<file path="config.mk">
export PLATFORM = sky130hd
export DESIGN_NAME = seven_seg_scan_driver
export DESIGN_NICKNAME = d
export VERILOG_FILES = /design/src/rtl/seven_seg_pkg.sv /design/src/rtl/hex_seg_encode.sv /design/src/rtl/seven_seg_scan_driver.sv
export SDC_FILE = /design/constraint.sdc
export NUM_CORES = 1
export LEC_CHECK = 0
export ABC_AREA = 1
export CORE_UTILIZATION = 45
export CTS_BUF_LIST = sky130_fd_sc_hd__clkbuf_8
export DETAILED_ROUTE_END_ITERATION = 10
export HOLD_SLACK_MARGIN = 0.03
export MAX_ROUTING_LAYER = met4
export PLACE_DENSITY = 0.68
export SKIP_CTS_REPAIR_TIMING = 1
export SLEW_MARGIN = 20
export SYNTH_ARGS = -nofsm -noshare
export SYNTH_HDL_FRONTEND = slang
export SYNTH_SLANG_ARGS = --single-unit
export TNS_END_PERCENT = 1
</file>
<file path="constraint.sdc">
create_clock -name clk -period 1.85 [get_ports clk]
set_input_delay 0.37 -clock clk [delete_from_list [all_inputs] [get_ports clk]]
set_output_delay 0.37 -clock clk [all_outputs]
set_load 0.05 [all_outputs]
</file>
<file path="src/rtl/seven_seg_pkg.sv">
// Shared definitions for 7-segment display blocks.
//   SEG_BLANK    : active-low segment code with every segment dark
//   scan_state_t : scan FSM states (SHOW a digit, BLANK gap between digits)
//   hex_to_seg() : nibble to active-low {a,b,c,d,e,f,g} code
package seven_seg_pkg;

  localparam logic [6:0] SEG_BLANK = 7'b1111111;

  typedef enum logic {
    SHOW  = 1'b0,
    BLANK = 1'b1
  } scan_state_t;

  function automatic logic [6:0] hex_to_seg(input logic [3:0] nib);
    logic [6:0] code;
    code = SEG_BLANK;
    case (nib)
      4'h0: code = 7'b0000001;
      4'h1: code = 7'b1001111;
      4'h2: code = 7'b0010010;
      4'h3: code = 7'b0000110;
      4'h4: code = 7'b1001100;
      4'h5: code = 7'b0100100;
      4'h6: code = 7'b0100000;
      4'h7: code = 7'b0001111;
      4'h8: code = 7'b0000000;
      4'h9: code = 7'b0000100;
      4'hA: code = 7'b0001000;
      4'hB: code = 7'b1100000;
      4'hC: code = 7'b0110001;
      4'hD: code = 7'b1000010;
      4'hE: code = 7'b0110000;
      4'hF: code = 7'b0111000;
    endcase
    return code;
  endfunction

endpackage

</file>
<file path="src/rtl/hex_seg_encode.sv">
// Combinational hex nibble to active-low 7-segment code.
//   nibble_i : 4-bit hex digit
//   seg_o    : {a,b,c,d,e,f,g}, active-low
module hex_seg_encode
  import seven_seg_pkg::*;
(
  input  logic [3:0] nibble_i,
  output logic [6:0] seg_o
);

  assign seg_o = hex_to_seg(nibble_i);

endmodule

</file>
<file path="src/rtl/seven_seg_scan_driver.sv">
// Time-multiplexed N-digit common-anode 7-segment driver.
//   clk, reset  : clock, asynchronous active-high reset
//   value       : packed hex digits, digit 0 in bits [3:0]
//   dp_in       : decimal point per digit, 1 = lit
//   load        : captures value/dp_in into shadow registers
//   lz_suppress : blank leading zero digits (digit 0 always shown)
//   seg, dp, an : registered active-low segment, decimal point, anode drives
//   digit_idx   : registered index of the digit being driven
module seven_seg_scan_driver
  import seven_seg_pkg::*;
#(
  parameter int NUM_DIGITS   = 4,
  parameter int CLK_DIV      = 50000,
  parameter int BLANK_CYCLES = 2,
  localparam int IDX_W       = (NUM_DIGITS > 1) ? $clog2(NUM_DIGITS) : 1
) (
  input  logic                    clk,
  input  logic                    reset,
  input  logic [4*NUM_DIGITS-1:0] value,
  input  logic [NUM_DIGITS-1:0]   dp_in,
  input  logic                    load,
  input  logic                    lz_suppress,
  output logic [6:0]              seg,
  output logic                    dp,
  output logic [NUM_DIGITS-1:0]   an,
  output logic [IDX_W-1:0]        digit_idx
);

  // One counter serves both the lit prescaler and the blank gap.
  localparam int CNT_MAX = (CLK_DIV > BLANK_CYCLES) ? CLK_DIV : BLANK_CYCLES;
  localparam int CNT_W   = $clog2(CNT_MAX);

  localparam logic [CNT_W-1:0] SHOW_LAST  = CNT_W'(CLK_DIV - 1);
  localparam logic [CNT_W-1:0] BLANK_LAST = CNT_W'(BLANK_CYCLES - 1);
  localparam logic [IDX_W-1:0] DIGIT_LAST = IDX_W'(NUM_DIGITS - 1);

  logic [4*NUM_DIGITS-1:0] val_q;
  logic [NUM_DIGITS-1:0]   dp_q;
  scan_state_t             state_q, state_d;
  logic [CNT_W-1:0]        cnt_q, cnt_d;
  logic [IDX_W-1:0]        digit_q, digit_d, digit_next;
  logic [NUM_DIGITS-1:0]   lz_mask;
  logic [3:0]              cur_nibble;
  logic [6:0]              cur_seg;

  logic [NUM_DIGITS-1:0]   an_d, an_q;
  logic [6:0]              seg_d, seg_q;
  logic                    dp_out_d, dp_out_q;
  logic [IDX_W-1:0]        idx_q;

  // Shadow registers; a load never touches scan position.
  // NOTE: sequential state uses non-blocking (<=) so every flop samples pre-edge values.
  always_ff @(posedge clk or posedge reset) begin
    if (reset) begin
      val_q <= '0;
      dp_q  <= '0;
    end else if (load) begin
      val_q <= value;
      dp_q  <= dp_in;
    end
  end

  assign digit_next = (digit_q == DIGIT_LAST) ? '0 : digit_q + 1'b1;

  always_ff @(posedge clk or posedge reset) begin
    if (reset) begin
      state_q <= SHOW;
      cnt_q   <= '0;
      digit_q <= '0;
    end else begin
      state_q <= state_d;
      cnt_q   <= cnt_d;
      digit_q <= digit_d;
    end
  end

  // NOTE: every always_comb output gets a default first so no path infers a latch.
  always_comb begin
    state_d = state_q;
    cnt_d   = cnt_q + 1'b1;
    digit_d = digit_q;
    case (state_q)
      SHOW: begin
        if (cnt_q == SHOW_LAST) begin
          cnt_d = '0;
          if (BLANK_CYCLES > 0) begin
            state_d = BLANK;
          end else begin
            digit_d = digit_next;
          end
        end
      end
      BLANK: begin
        if (cnt_q == BLANK_LAST) begin
          cnt_d   = '0;
          state_d = SHOW;
          digit_d = digit_next;
        end
      end
      default: begin
        state_d = SHOW;
        cnt_d   = '0;
      end
    endcase
  end

  // Leading-zero mask: walk down from the top digit while nibbles stay zero.
  always_comb begin
    logic zero_run;
    zero_run = 1'b1;
    lz_mask  = '0;
    for (int i = NUM_DIGITS - 1; i > 0; i--) begin
      zero_run   = zero_run && (val_q[i*4 +: 4] == 4'h0);
      lz_mask[i] = lz_suppress && zero_run;
    end
  end

  assign cur_nibble = val_q[int'(digit_q)*4 +: 4];

  hex_seg_encode u_hex_seg_encode (
    .nibble_i (cur_nibble),
    .seg_o    (cur_seg)
  );

  always_comb begin
    an_d     = '1;
    seg_d    = SEG_BLANK;
    dp_out_d = 1'b1;
    if (state_q == SHOW) begin
      // A suppressed digit keeps its anode on but lights nothing.
      an_d = ~(NUM_DIGITS'(1) << digit_q);
      if (!lz_mask[digit_q]) begin
        seg_d    = cur_seg;
        dp_out_d = ~dp_q[digit_q];
      end
    end
  end

  always_ff @(posedge clk or posedge reset) begin
    if (reset) begin
      an_q     <= '1;
      seg_q    <= SEG_BLANK;
      dp_out_q <= 1'b1;
      idx_q    <= '0;
    end else begin
      an_q     <= an_d;
      seg_q    <= seg_d;
      dp_out_q <= dp_out_d;
      idx_q    <= digit_q;
    end
  end

  assign an        = an_q;
  assign seg       = seg_q;
  assign dp        = dp_out_q;
  assign digit_idx = idx_q;

endmodule

</file>
==> reports/metrics.csv <==
stage;metric;value;unit
setup_path;crit-path max FO;11;
clock_network;CTS tree;yes;
yosys;synthesized area;2830;um2
sta;FMAX;0.602;GHz
sta;Worst Max-Slew Pin Slew;0.501;ns
yosys;Distinct cells, synth;30;
sta;Slew headroom;66.5;%
yosys;top cells by count, synth;88 x nand2_1, 41 x dfrtp_1, 32 x inv_1, 30 x nand3_1, 27 x nor2_1;
final_layout;Seq. cell area;1340;um2
setup_path;CP Launch Type;register;
global_route;grt met3 use;3.82;%
global_route;GRT met2 Usage;26.1;%
setup_path;CP required;2.10;ns
setup_path;kind of end point of the critical path;register;
final_layout;Nets;409;
setup_path;Buffers & Inverters on Critical Path;2;
pwr;Peak VDD IR;377;uV
sta;final worst path period share;89.8;%
routing;Iteration-0 DRC Markers;128;
sta;clock skew;0.0111;ns
global_route;initial antenna violation count;0;
yosys;cell taking the most area after synthesis;dfrtp_1;
routing;DRC;0;
yosys;Syn Area/Cell;8.61;um2
global_route;GR Overflow Total;0;
place;Final GP Congestion;0.882;
routing;final wirelength;5390;um
routing;Vias/cell;4.80;
yosys;Yosys top cell area share;36.2;%
yosys;prevailing post-synth register cell;dfrtp_1;
worst_hold_path;Min-Delay Path Class;in -> async;
yosys;syn nets;365;
final_layout;Diodes inserted;0;
sta;RSZ-0062 raised after global routing;false;
clock_network;clock tree sinks;53;
yosys;Post-Synthesis Cells;329;
clock_network;H-Tree Depth;2;
final_layout;multi-input logic area;1300;um2
floorplanning;die area;6620;um2
floorplanning;Die X-Extent;81.3;um
final_layout;layout cells sized above 1;22.7;%
clock_network;CTS max path bufs;2;
floorplanning;Core Rows;28;
yosys;synth warn;0;
outcome;outcome;complete, no violations;
sta;final setup violation count;0;
final_layout;fillcell total;569;
setup_path;CP max-delay cell;dfrtp_2;
floorplanning;Initial Util;47.3;%
clock_network;CTS Buf Count;5;
sta;number of hold violations in the final report;0;
global_route;first-pass GRT wire length;9210;um
pwr;cell area power density;699;nW/um2
run;max cap viols;0;
yosys;synth top area cells;dfrtp_1 36%, nand2_1 12%, dfstp_2 11%;
sta;TNS Setup;0;ns
yosys;Yosys reg bits;53;
place;Final HPWL DP;4130;um
global_route;largest net degree at the start of global routing;30;
setup_path;CP Cell Sequence;inv_2 -> nand2_1 -> nand3_1 -> nand2_1 -> ha_1 -> inv_1 -> nand3_1 -> nand2_1 -> nand2_1 -> nand3_1;
routing;Pre-antenna DRT Iters;4;
routing;detailed-route via count;2153;
place;I/O Buffers;37;
yosys;most frequent cell after synthesis;nand2_1;
setup_path;critical path type;reg -> reg;
yosys;Seq/Total Area, Yosys;47.3;%
final_layout;P&R area growth vs syn;20.2;%
final_layout;post-layout util;56.8;%
setup_path;max incr delay on CP;0.49;ns
pwr;Leak;1.68;nW
floorplanning;die span in y;81.3;um
global_route;vias in the first global route;1996;
setup_path;CP delay by family, top;simple AND/OR/NAND/NOR gates;
yosys;number of synthesized flops with an enable pin;0;
floorplanning;Core Region;5990;um2
routing;Post-DRT Antenna Nets;0;
yosys;Post-synth ARST share;100;%
clock_network;Clk pin slew, worst setup/hold paths;0.10;ns
global_route;GR peak layer;met1;
clock_network;worst skew pair latency;0.30;ns
setup_path;Most common cell on crit path;nand2_1;
sta;post-route minimum period;1.66;ns
floorplanning;I/O pin count;38;
sta;worst hold margin;0.382;ns
clock_network;root buf cell;clkbuf_8;
routing;average routed wire per standard cell;12.0;um
global_route;total track usage;18.9;%
setup_path;Arr. time, crit path;1.91;ns
global_route;met1 usage;27.7;%
setup_path;FF-to-FF setup slack;0.19;ns
sta;Slew Limit Fails;0;
place;Placed Area;3310;um2
final_layout;fin area;3400;um2
-- cells in the final DEF, fill, tap and decap left out, types with 4 or more instances in the layout --
cell type,Yosys,layout
buf_4,1,15
clkbuf_8,0,6
clkdlybuf4s50_1,0,23
dfrtp_1,41,39
dfstp_2,12,12
ha_1,12,12
inv_1,32,31
inv_2,5,6
mux2_2,11,11
nand2_1,88,88
nand2_2,8,8
nand3_1,30,30
nand3_2,4,4
nand4_1,4,4
nor2_1,27,27
nor2_2,8,8
o21ai_0,13,13
o21ai_1,4,4
xor2_1,6,6
-- cells by family after synthesis --
group	Yosys count	synth area share, %
multiplexers	11	4.37
AO/OA/AOI/OAI	19	3.36
buffers and inverters	45	6.89
adder cells (fa/ha/maj)	12	5.30
XOR/XNOR	8	2.47
flip-flops	53	47.3
AND/OR/NAND/NOR	181	30.3
-- area by class of cell --
type / instances / share of cell area [%]
Tap cell: 75 / 2.76
Clock inverter: 2 / 0.257
Sequential cell: 53 / 39.5
Multi-Input combinational cell: 231 / 38.1
Inverter: 39 / 4.45
Clock buffer: 6 / 2.43
Timing Repair Buffer: 43 / 12.6
-- metrics by stage --
stage	power, mW	instances	worst slack, ns
floorplan	1.58	329	0.214
global placement	1.72	441	0.222
detailed placement	1.73	441	0.112
CTS	2.41	449	0.0296
global route	2.50	449	0.0124
finish	2.38	449	0.189
-- registers in the layout, summed over array words and instances (netlist names) --
| signal | count |
|---|---|
| seg | 7 |
| dp_q | 4 |
| an | 4 |
| digit_idx | 2 |
| cnt_q | 16 |
| val_q | 16 |
| digit_q | 2 |
| dp | 1 |
| state_q | 1 |
-- final timing paths --
kind	startpoint	endpoint	cells after the start
worst max-delay path	digit_q[0]	seg[3]	10
worst min-delay path	reset	cnt_q[15]	2
worst max register to register	digit_q[0]	seg[3]	10
worst min register to register	dp_q[3]	dp_q[3]	1
max in group asynchronous	reset	an[3]	3
min in group clk	dp_q[3]	dp_q[3]	1
-- worst register-to-register path, cell delays in order (launching register included) --
cell,delay (ns)
dfrtp_2,0.49
inv_2,0.14
nand2_1,0.09
nand3_1,0.07
nand2_1,0.14
ha_1,0.35
inv_1,0.06
nand3_1,0.07
nand2_1,0.07
nand2_1,0.04
nand3_1,0.08
-- power breakdown --
group	internal, mW	switching, mW
clock	0.298	0.374
combinational	0.171	0.257
sequential	1.24	0.0334
-- layer usage --
layer,wire (um),up-vias
li1,-,1119
met1,2760,982
met2,2360,48
met3,221,4
met4,44,0
met5,0,-
No activity file was read; power rests on OpenSTA's default activity.
